**config.mk**
```make
export PLATFORM = sky130hd
export DESIGN_NAME = max_pooling
export DESIGN_NICKNAME = d
export VERILOG_FILES = /design/src/rtl/max_pooling_pkg.sv /design/src/rtl/pool_line_buffer.sv /design/src/rtl/max_pooling.sv
export SDC_FILE = /design/constraint.sdc
export NUM_CORES = 1
export LEC_CHECK = 0
export ABC_AREA = 1
export CAP_MARGIN = 20
export CORE_AREA = 2 2 39 41
export DETAILED_ROUTE_END_ITERATION = 8
export DIE_AREA = 0 0 41 43
export GPL_ROUTABILITY_DRIVEN = 0
export GPL_TIMING_DRIVEN = 0
export PLACE_DENSITY = 0.51
export SLEW_MARGIN = 20
export SYNTH_ARGS = -nofsm -noshare
export SYNTH_HDL_FRONTEND = slang
export SYNTH_SLANG_ARGS = --single-unit
```
**constraint.sdc**
```tcl
create_clock -name clock -period 1 [get_ports clock]
set_input_delay 0.2 -clock clock [delete_from_list [all_inputs] [get_ports clock]]
set_output_delay 0.2 -clock clock [all_outputs]
set_load 0.1 [all_outputs]
```
**src/rtl/max_pooling_pkg.sv**
```systemverilog
// Shared definitions for the 2x2 max-pooling block: window position codes,
// a constant-safe log2 helper and the signed compare used per feature unit.
package max_pooling_pkg;

   localparam logic [1:0] POS_UL = 2'b00;
   localparam logic [1:0] POS_UR = 2'b01;
   localparam logic [1:0] POS_LL = 2'b10;
   localparam logic [1:0] POS_LR = 2'b11;

   // Units are sign-extended to this width before comparing, so any
   // FIXED_BITW up to 64 shares a single max function.
   localparam int MAX_VW = 64;

   // Ceiling log2, clamped to at least 1 so degenerate parameters still elaborate.
   function automatic int log2_f(input int n);
      int r;
      r = 0;
      for (int i = 0; i < 31; i++) begin
         if ((1 << i) < n) r = i + 1;
      end
      return (r < 1) ? 1 : r;
   endfunction

   // Returns a unless b is strictly greater, so the first operand wins ties.
   function automatic logic signed [MAX_VW-1:0] smax(input logic signed [MAX_VW-1:0] a,
                                                     input logic signed [MAX_VW-1:0] b);
      return (b > a) ? b : a;
   endfunction

endpackage

```
**src/rtl/pool_line_buffer.sv**
```systemverilog
// Half-width line buffer holding the horizontal maxima of the even row.
// One synchronous write port, one asynchronous read port; storage is never reset.
module pool_line_buffer #(
   parameter int DEPTH = 2,
   parameter int AW    = 1,
   parameter int DW    = 8
) (
   input  logic          clock,
   input  logic          wr_en_i,
   input  logic [AW-1:0] wr_addr_i,
   input  logic [DW-1:0] wr_data_i,
   input  logic [AW-1:0] rd_addr_i,
   output logic [DW-1:0] rd_data_o
);

   logic [DW-1:0] mem_q [DEPTH];

   always_ff @(posedge clock) begin
      if (wr_en_i) mem_q[wr_addr_i] <= wr_data_i;
   end

   assign rd_data_o = mem_q[rd_addr_i];

endmodule

```
**src/rtl/max_pooling.sv**
```systemverilog
// 2x2 stride-2 signed max pooling over a streamed frame, one pooled pixel per
// completed window. Optional argmax output enabled by MAX_POOLING_ARGMAX_EN.
module max_pooling
   import max_pooling_pkg::*;
#(
   parameter int WIDTH      = -1,
   parameter int HEIGHT     = -1,
   parameter int FIXED_BITW = -1,
   parameter int UNITS      = -1,
   localparam int BW  = (FIXED_BITW > 0) ? FIXED_BITW : 1,
   localparam int NU  = (UNITS > 0) ? UNITS : 1,
   localparam int VW  = log2_f(HEIGHT),
   localparam int HW  = log2_f(WIDTH),
   localparam int OVW = (VW > 1) ? VW - 1 : 1,
   localparam int OHW = (HW > 1) ? HW - 1 : 1
) (
   input  logic               clock,
   input  logic               rst,
   input  logic               in_enable,
   input  logic [BW*NU-1:0]   in_pixels,
   input  logic [VW-1:0]      in_vcnt,
   input  logic [HW-1:0]      in_hcnt,
   output logic               out_enable,
   output logic [BW*NU-1:0]   out_pixels,
`ifdef MAX_POOLING_ARGMAX_EN
   output logic [2*NU-1:0]    out_index,
`endif
   output logic [OVW-1:0]     out_vcnt,
   output logic [OHW-1:0]     out_hcnt
);

   localparam int DEPTH = (WIDTH >= 2) ? WIDTH / 2 : 1;
   localparam int PW    = BW * NU;
`ifdef MAX_POOLING_ARGMAX_EN
   localparam int EW    = PW + NU;
`else
   localparam int EW    = PW;
`endif

   logic [PW-1:0]    pair_q;
   logic             pair_valid_q, pair_valid_d;
   logic [DEPTH-1:0] lb_valid_q, lb_valid_d;
   logic             out_enable_q, out_enable_d;
   logic [PW-1:0]    out_pixels_q, out_pixels_d;
   logic [OVW-1:0]   out_vcnt_q, out_vcnt_d;
   logic [OHW-1:0]   out_hcnt_q, out_hcnt_d;

   logic [OHW-1:0]   lb_addr;
   logic [EW-1:0]    lb_wr_data, lb_rd_data;
   logic [PW-1:0]    lb_rd_max;
   logic             odd_fire, lb_wr_en, out_fire;

   logic [PW-1:0]    hmax, vmax;
   logic signed [MAX_VW-1:0] a_ext, b_ext, t_ext, h_ext;

`ifdef MAX_POOLING_ARGMAX_EN
   logic [NU-1:0]    hsel, lb_rd_hsel;
   logic [2*NU-1:0]  idx_win;
   logic [2*NU-1:0]  out_index_q, out_index_d;
   assign lb_wr_data = {hmax, hsel};
   assign lb_rd_hsel = lb_rd_data[NU-1:0];
   assign lb_rd_max  = lb_rd_data[EW-1 -: PW];
`else
   assign lb_wr_data = hmax;
   assign lb_rd_max  = lb_rd_data;
`endif

   assign lb_addr  = OHW'(in_hcnt >> 1);
   // An odd-column pixel only completes a pair if its left neighbour arrived since reset.
   assign odd_fire = in_enable & in_hcnt[0] & pair_valid_q;
   assign lb_wr_en = odd_fire & ~in_vcnt[0];
   assign out_fire = odd_fire & in_vcnt[0] & lb_valid_q[lb_addr];

   always_comb begin
      a_ext = '0;
      b_ext = '0;
      t_ext = '0;
      h_ext = '0;
      hmax  = '0;
      vmax  = '0;
`ifdef MAX_POOLING_ARGMAX_EN
      hsel    = '0;
      idx_win = '0;
`endif
      for (int u = 0; u < NU; u++) begin
         a_ext = MAX_VW'($signed(pair_q[(NU-1-u)*BW +: BW]));
         b_ext = MAX_VW'($signed(in_pixels[(NU-1-u)*BW +: BW]));
         hmax[(NU-1-u)*BW +: BW] = BW'(smax(a_ext, b_ext));
         t_ext = MAX_VW'($signed(lb_rd_max[(NU-1-u)*BW +: BW]));
         h_ext = MAX_VW'($signed(hmax[(NU-1-u)*BW +: BW]));
         vmax[(NU-1-u)*BW +: BW] = BW'(smax(t_ext, h_ext));
`ifdef MAX_POOLING_ARGMAX_EN
         hsel[u] = (smax(a_ext, b_ext) != a_ext);
         if (smax(t_ext, h_ext) != t_ext)
            idx_win[(NU-1-u)*2 +: 2] = hsel[u] ? POS_LR : POS_LL;
         else
            idx_win[(NU-1-u)*2 +: 2] = lb_rd_hsel[u] ? POS_UR : POS_UL;
`endif
      end
   end

   always_comb begin
      pair_valid_d = in_enable ? ~in_hcnt[0] : pair_valid_q;
      lb_valid_d   = lb_valid_q;
      out_enable_d = out_fire;
      out_pixels_d = out_pixels_q;
      out_vcnt_d   = out_vcnt_q;
      out_hcnt_d   = out_hcnt_q;
`ifdef MAX_POOLING_ARGMAX_EN
      out_index_d  = out_index_q;
`endif
      if (lb_wr_en) lb_valid_d[lb_addr] = 1'b1;
      if (out_fire) begin
         lb_valid_d[lb_addr] = 1'b0;
         out_pixels_d = vmax;
         out_vcnt_d   = OVW'(in_vcnt >> 1);
         out_hcnt_d   = lb_addr;
`ifdef MAX_POOLING_ARGMAX_EN
         out_index_d  = idx_win;
`endif
      end
   end

   always_ff @(posedge clock or posedge rst) begin
      if (rst) begin
         pair_valid_q <= 1'b0;
         lb_valid_q   <= '0;
         out_enable_q <= 1'b0;
         out_pixels_q <= '0;
         out_vcnt_q   <= '0;
         out_hcnt_q   <= '0;
`ifdef MAX_POOLING_ARGMAX_EN
         out_index_q  <= '0;
`endif
      end else begin
         pair_valid_q <= pair_valid_d;
         lb_valid_q   <= lb_valid_d;
         out_enable_q <= out_enable_d;
         out_pixels_q <= out_pixels_d;
         out_vcnt_q   <= out_vcnt_d;
         out_hcnt_q   <= out_hcnt_d;
`ifdef MAX_POOLING_ARGMAX_EN
         out_index_q  <= out_index_d;
`endif
      end
   end

   // Pair data is qualified by pair_valid_q, so it needs no reset.
   always_ff @(posedge clock) begin
      if (in_enable && !in_hcnt[0]) pair_q <= in_pixels;
   end

   pool_line_buffer #(
      .DEPTH (DEPTH),
      .AW    (OHW),
      .DW    (EW)
   ) u_line_buffer (
      .clock     (clock),
      .wr_en_i   (lb_wr_en),
      .wr_addr_i (lb_addr),
      .wr_data_i (lb_wr_data),
      .rd_addr_i (lb_addr),
      .rd_data_o (lb_rd_data)
   );

   assign out_enable = out_enable_q;
   assign out_pixels = out_pixels_q;
   assign out_vcnt   = out_vcnt_q;
   assign out_hcnt   = out_hcnt_q;
`ifdef MAX_POOLING_ARGMAX_EN
   assign out_index  = out_index_q;
`endif

endmodule

```
Word level (Yosys, flattened, before mapping) --
Memories as Yosys holds them, arrays and structs flattened. Index checks and enable logic that the tools add are counted.
Word-level totals: register bits 5, bits in latches 0, output and inout port bits 4, memory bits (writable) 1, ROM bits 0, memories 1
Memory list:
- u_line_buffer.mem_q | words 1, bits a word 1, rd ports 1, clocked after Yosys merged registers in 0, wr ports 1, line pool_line_buffer.sv:16 | logic [DW-1:0] mem_q [DEPTH];
Operators by class: equal/unequal tests 0, divide/modulo/power cells 0, reductions and logical operators 3, shift-type cells 0, magnitude comparators 2, multiplexer cells 6, add/subtract/negate cells 0, bitwise gates (word level) 7, multiply operators 0
Operator list (count):
- two-way mux 1 bit | 6
- bitwise AND 1 bit | 5
- > comparator 1 bit | 2
- NOT 1 bit | 2
- nonzero test 2 bit | 1
- logical AND 1 bit | 1
- logical NOT 1 bit | 1

Logic depth before layout (Yosys ltp) --
Gate-level depths: netlist of the first run.
depth in word-level cells 5, mapped depth 4, mapped depth without buffers 4

Hierarchy --
A second synthesis of the first run with hierarchy kept.
Unflattened totals: cells, all modules 28, area, all modules 270.3 µm²
By module, submodules not included:
- max_pooling | cells an instance 27, area an instance 240.2 µm², instances 1
- pool_line_buffer | cells an instance 1, area an instance 30.0 µm², instances 1

Least setup slack after synthesis of the first run --
Ideal clock, no wire load.
path type register -> register, start register out_pixels (netlist name), end register out_pixels_q, in the netlist out_pixels, slack -0.253 ns, buffers on the path 0, data arrival time 1.188 ns, cell stages (with the launch flop) 4, path through dfrtp_1 inv_1 o21bai_1 nand2_1
RTL lines:
- end signal: assignment | line max_pooling.sv:139 | out_pixels_q <= out_pixels_d;
- end: declaration | line max_pooling.sv:44 | logic [PW-1:0] out_pixels_q, out_pixels_d;

Worst setup path after layout of the first run --
start register out_pixels_q, in the netlist out_pixels, end output port out_pixels
RTL lines:
- end: declaration | line max_pooling.sv:24 | output logic [BW*NU-1:0] out_pixels,
No word-level cell between the ends.

==> results of run 1 <==
[metrics by stage]
stage / hold WS [ns] / setup WS (ns) / power, uW
6_report: 0.1305 / -0.03230 / 900.9
5_1_grt: 0.1439 / -0.06426 / 946.7
4_1_cts: 0.1328 / -0.04408 / 872.9
3_5_place_dp: 0.4000 / -0.6581 / 595.5
3_3_place_gp: 0.4010 / -0.6516 / 594.3
2_1_floorplan: -0.03405 / 0.008251 / 528.1
[report_power, final]
group	total, uW	internal (uW)	leakage (uW)	switching (uW)
logic	325	113	0.000120	211
registers	318	292	0.0000662	26.1
clock network	258	152	0.0000150	106
[flip-flops by register name, summed over array words and instances (netlist names)]
register	cells
lb_valid_q	1
out_enable	1
out_pixels	1
pair_q	1
pair_valid_q	1
u_line_buffer.mem_q	1
[synthesized netlist by cell type (all sizes together)]
library cell | number | area, sq um
nand3 | 1 | 10.01
nor2 | 4 | 22.52
dfrtp | 4 | 100.1
nand2 | 6 | 22.52
o21ai | 2 | 10.01
conb | 1 | 3.750
inv | 5 | 18.77
edfxtp | 2 | 60.06
o21bai | 1 | 7.510
buf | 2 | 15.01
[per-layer routing]
layer  track usage [%]  vias to the layer above
met3             6.283                        2
met5                 0                        -
met2             10.00                        7
met4             8.000                        0
met1             7.190                       88
li1                  -                      104
[worst min-delay path by stage]
stage,cells after the start,endpoint,startpoint,slack [ns]
floorplan,1,lb_valid_q$_DFFE_PP0P_,rst,-0.03
detailed placement,2,pair_valid_q$_DFFE_PP0P_,rst,0.40
CTS,2,out_enable$_DFF_PP0_,rst,0.13
global route,2,out_enable$_DFF_PP0_,rst,0.14
global placement,2,lb_valid_q$_DFFE_PP0P_,rst,0.40
finish,2,out_enable$_DFF_PP0_,rst,0.13
[cell families (layout without fill, tap and decap cells)]
family	Yosys count	in the layout	share of synthesized area [%]
simple gates	11	11	20.37
buf+inv	7	18	12.50
flops	6	6	59.26
compound gates	3	3	6.483
other cells	1	2	1.388
[what timing repair did]
| item | CTS | global route |
|---|---|---|
| hold buffers | 0 | 0 |
| endpoints found under the setup margin | 3 | 3 |
| resized for setup | 18 | 4 |
[layout by cell type (no fill, tap or decap)]
cell type and instances:
nand2_1 6, inv_1 5, clkbuf_4 3, clkdlybuf4s50_1 3, nor2_1 2, o21ai_0 2
buf_4 2, conb_1 2, dfrtp_1 2, dfrtp_2 2, buf_12 2, edfxtp_1 2
nand3_4 1, nor2_4 1, o21bai_1 1, nor2_2 1, clkbuf_1 1, dlymetal6s2s_1 1
dlygate4sd2_1 1
[final cells by class]
| cell class | instances | share of cell area, % |
|---|---|---|
| flip-flops and latches | 6 | 38.35 |
| multi-input cells | 16 | 21.24 |
| well taps | 16 | 4.720 |
| repair buffers | 7 | 21.53 |
| inverters | 5 | 4.425 |
| plain buffers | 2 | 3.540 |
| clock buffers | 4 | 6.195 |
==> results.md, run 1 <==
- Slew Viols, Final: 0
- Initial antenna violation count: 0
- DRC viols: 0
- Vias: ~200
- Final hold violation count: 0
- GR Overflow Total: 0
- Largest net degree at the start of global routing: 6
- Crit Path Category: flop to primary output
- Post-route minimum period: slightly above 1 ns
- DRT antenna net count: 0
- Violated checks: setup timing
- Final Cell Area: between 400 and 500 sq um
- Unrepaired setup endpoints after global routing: yes
- Mean Syn Cell Area: between 9 and 10 sq um
- Placed cell area: between 300 and 400 sq um
- Clock Tree Root: clkbuf_4
- Post-Syn Instances: 28
- CTS tree: done
- PortBufs: 7
- Chip Height: between 40 and 50 microns
- Num Clock Sinks: 6
- Total negative slack: -0.05815 ns
- Register area: between 150 and 200 sq um
- Rows: 14
- Min-delay worst type: input port to asynchronous set/reset pin
- Reg2reg path depth: 2
- Setup slack, reg-to-reg: approximately 0.11 ns
- Detail Placement HPWL: 309.9 microns
- Fill count: 147
- Capture point of the worst path: out_pixels
- Synth Warn #: 0
- Initial Utilization: 19.53%
- Top sig layer: met4
- Status: complete, but fails checks
- Post-CTS Setup Repair Bufs: 0
- Final core utilization: a little under a third
- Leakage: 0.0002013 uW
- Slowest CP cell: dfrtp_2
- Distinct cells, synth: 11
- Core footprint: 1384 sq um
- Crit path cell chain: buf_12
- Clock Path Buffers: 2
- Layout Cells excl Fill: 56
- Tcrit/Tclk final: 103.2%
- Max incr delay on CP: about 0.42 ns
- First-pass DRT Iterations: 3
- Final worst slack: -0.03230 ns
- Layout area overhead: 56.94%
- Met2 WL: 197 microns
- Sequential-to-total area share from yosys stat: roughly three fifths
- Reg-to-reg endpoint: u_line_buffer.mem_q[0]$_DFFE_PP_
- DR WL met3: 42 microns
- Length of routed wiring on met1: 194 microns
- FMAX: 968.7 MHz
- Clock Latency Late Sink: about 0.25 ns
- Final WL: 442 microns
- First-pass GRT wire length: slightly above 800 microns
- PwrDens: between 2000 and 2500 nW/um^2
- H-tree depth: 1
- Cell family with most CP delay: flip-flops
- Critical path depth: 1
- Share of cells above drive strength 1: between 30% and 40%
- Total CTS buffers: 3
- Tot GR Track Use: 7.871%
- # IOs: 10
- Vias in the first global route: around 210
- CP startpoint kind: flop
- Placed Cells: between 50 and 60
- Die area: 1763 sq um
- Post-Syn Area: approximately 270 sq um
- Clk_skew: 0.006432 ns
- Nets: 47
- Crit path required time: 0.80 ns
- Die Wd: 41 microns
- Peak supply drop: 0.5528 mV
- CP startpoint: out_pixels$_DFFE_PP0P_
- Critical Path Fanout Max: 2
- CP Capture Type: primary output
- Max-cap violations: 0
- Clk pin slew, worst setup/hold paths: 0.06 ns
- Synthesized flop and latch total: 6
- FF-to-FF Start: pair_valid_q$_DFFE_PP0P_
- DR iter-0 viols: 2
- Area of the multi-input gates: 90.09 sq um
- Final setup vio count: 2
- Arrival @ worst endpoint: just over 0.8 ns
- DR vias/cell: approximately 3.6
- Wire length per cell: 7.893 microns
- Antenna diode count: 0
- Buffers & Inverters on Critical Path: 1
Note: power is estimated with default switching activity, not from simulation.
==> inputs of run 2 (changes only) <==
--- a/config.mk
+++ b/config.mk
@@ -16,4 +16,5 @@
 export SLEW_MARGIN = 20
 export SYNTH_ARGS = -nofsm -noshare
 export SYNTH_HDL_FRONTEND = slang
+export SYNTH_HIERARCHICAL = 1
 export SYNTH_SLANG_ARGS = --single-unit
==> run 2 against run 1 <==
The run still ends with setup timing left. Synthesized area unchanged. Cell count up 1.8%. Via count down 1.0%. Core utilization up 0.54 points. Largest cell class unchanged.
==> results.md, run 2 <==
- Status: complete, but fails checks
- Violated checks: setup timing
- Crit path cell chain: buf_12
- Post-Syn Instances: 28
- Max-cap violations: 0
- H-tree depth: 1
- Sequential-to-total area share from yosys stat: around 59%
- Tcrit/Tclk final: 102.2%
- Post-route minimum period: around 1.0 ns
- Critical Path Fanout Max: 2
- Num Clock Sinks: 6
- Nets: 48
- Clk_skew: approximately 0.0027 ns
- Layout Cells excl Fill: 57
- Min-delay worst type: input port to asynchronous set/reset pin
- Total CTS buffers: 3
- Clk pin slew, worst setup/hold paths: around 0.05 ns
- Placed cell area: 366.6 sq um
- Vias: 199
- Tot GR Track Use: between 6 and 7%
- Crit Path Category: flop to primary output
- First-pass DRT Iterations: 2
- Most frequent cells in the layout: nand2_1, inv_1, buf_4, clkbuf_4, clkdlybuf4s50_1
- Final Cell Area: approximately 430 sq um
- Final worst slack: -0.02209 ns
- Yosys top cell area share: 37.04%
- Clock Path Buffers: 2
- Total negative slack: -0.03110 ns
- Commonest non-fill, non-tap cell in the layout: nand2_1
- Slew Viols, Final: 0
- First-pass GRT wire length: about 700 microns
- Synth top area cells: dfrtp_1, edfxtp_1, nand2_1
- Crit path required time: approximately 0.80 ns
- Vias in the first global route: 182
- Mean Syn Cell Area: ~9.7 sq um
- Die area: between 1500 and 2000 sq um
- Chip Height: approximately 43 microns
- Cell family with most CP delay: flip-flops
- Unrepaired setup endpoints after global routing: yes
- WHS: 0.1469 ns
- Final setup vio count: 2
- Detail Placement HPWL: a little over 300 microns
- Placed Cells: 52
- Peak supply drop: around 0.63 mV
- Die Wd: about 41 microns
- Slowest CP cell: dfrtp_2
- Core footprint: roughly 1400 sq um
- Antenna diode count: 0
- Final hold violation count: 0
- Initial Utilization: 19.53%
- Final WL: 407 microns
- Post-synth ARST share: around 67%
- Distinct cells, synth: 11
- # IOs: 10
- EDFF count, synth: 2
- CTS tree: done
- Buffers & Inverters on Critical Path: 1
- Clock Tree Root: clkbuf_4
- Most instantiated cells after synthesis: nand2_1, inv_1, dfrtp_1, nor2_1
- Wire length per cell: around 7.1 microns
- Synthesized flop and latch total: 6
- Share of cells above drive strength 1: about a third
- Largest net degree at the start of global routing: 6
- DR vias/cell: 3.491
- Initial antenna violation count: 0
- Count leader, synth: nand2_1
- DRT antenna net count: 0
- Rows: 14
- Max incr delay on CP: a little over 0.4 ns
- PortBufs: 7
- Clock Latency Late Sink: around 0.24 ns
- PwrDens: 2100 nW/um^2
- Arrival @ worst endpoint: slightly above 0.8 ns
- CP Capture Type: primary output
- Layout area overhead: 59.72%
- Leakage: roughly 0.0002 uW
- GR Overflow Total: 0
- FMAX: 978.4 MHz
- Post-Syn Area: 270.3 sq um
- Biggest area consumer among synthesized cells: dfrtp_1
- DRC viols: 0
- Synth Warn #: 6
- DR iter-0 viols: 1
- Primary FF master, synth: dfrtp_1
- CP startpoint kind: flop
[run 2: cell counts after synthesis]
Identical to the previous run, type by type.
[run 2: per-stage QoR]
| step | util (%) | setup WS, ns | total power, uW |
|---|---|---|---|
| 2_1_floorplan | - | 0.008251 | 528.1 |
| 3_3_place_gp | 26.49 | -0.6513 | 594.3 |
| 3_5_place_dp | 26.49 | -0.6572 | 596.1 |
| 5_1_grt | 31.19 | -0.04658 | 959.3 |
| 6_report | 31.19 | -0.02209 | 906.6 |
| 4_1_cts | 29.48 | -0.03575 | 859.3 |
[run 2: repair_timing]
item | in CTS | in global routing
cloned | 0 | 0
endpoints found under the setup margin | 3 | 3
hold buffers | 0 | 0
resized for setup | 18 | 4
buffers inserted | 0 | 1
[run 2: routing by layer]
| layer | part of all wire [%] | routed length (microns) | track usage, % |
|---|---|---|---|
| met5 | 0 | 0 | 0 |
| met4 | 2.0 | 8 | 8.000 |
| met3 | 9.1 | 37 | 4.712 |
| met2 | 43 | 174 | 7.813 |
| met1 | 46 | 187 | 6.536 |
[run 2: logic make-up (layout without fill, tap and decap cells)]
kind of cell,after synthesis,after routing,share of synthesized area (%)
AO/OA/AOI/OAI,3,3,6.483
buffers and inverters,7,19,12.50
flip-flops,6,6,59.26
other,1,2,1.388
AND/OR/NAND/NOR,11,11,20.37
[run 2: path summary, 6_finish.rpt]
| path | start | endpoint | slack (ns) | depth (start not counted) |
|---|---|---|---|---|
| min in group clock | in_enable | out_enable$_DFF_PP0_ | 0.30 | 3 |
| worst max-delay path | out_pixels$_DFFE_PP0P_ | out_pixels | -0.02 | 1 |
| worst max register to register | pair_valid_q$_DFFE_PP0P_ | u_line_buffer/mem_q[0]$_DFFE_PP_ | 0.11 | 2 |
| worst min-delay path | rst | pair_valid_q$_DFFE_PP0P_ | 0.15 | 2 |
| max in group asynchronous | rst | out_pixels$_DFFE_PP0P_ | 0.68 | 2 |
| worst min register to register | lb_valid_q$_DFFE_PP0P_ | lb_valid_q$_DFFE_PP0P_ | 0.48 | 2 |
[run 2: power breakdown]
group          leakage (uW)  switching (uW)  total [uW]  internal (uW)
logic              0.000125             217         349            133
clock network     0.0000150            88.2         239            151
registers         0.0000662            25.8         318            292
total              0.000206             331         907            576
[run 2: final cells by class]
class	instances	area, sq um
sequential	6	162.7
timing repair buffer	8	98.84
tap	16	20.02
inverter	5	18.77
buffer	2	15.01
fill	146	952.2
clock buffer	4	26.28
multi-input combinational	16	90.09
[run 2: worst register-to-register path: cells and delay by family, from the launching register on]
kind / cells / cell delay [ns]
AND/OR/NAND/NOR: 2 / 0.22
flip-flops: 1 / 0.38
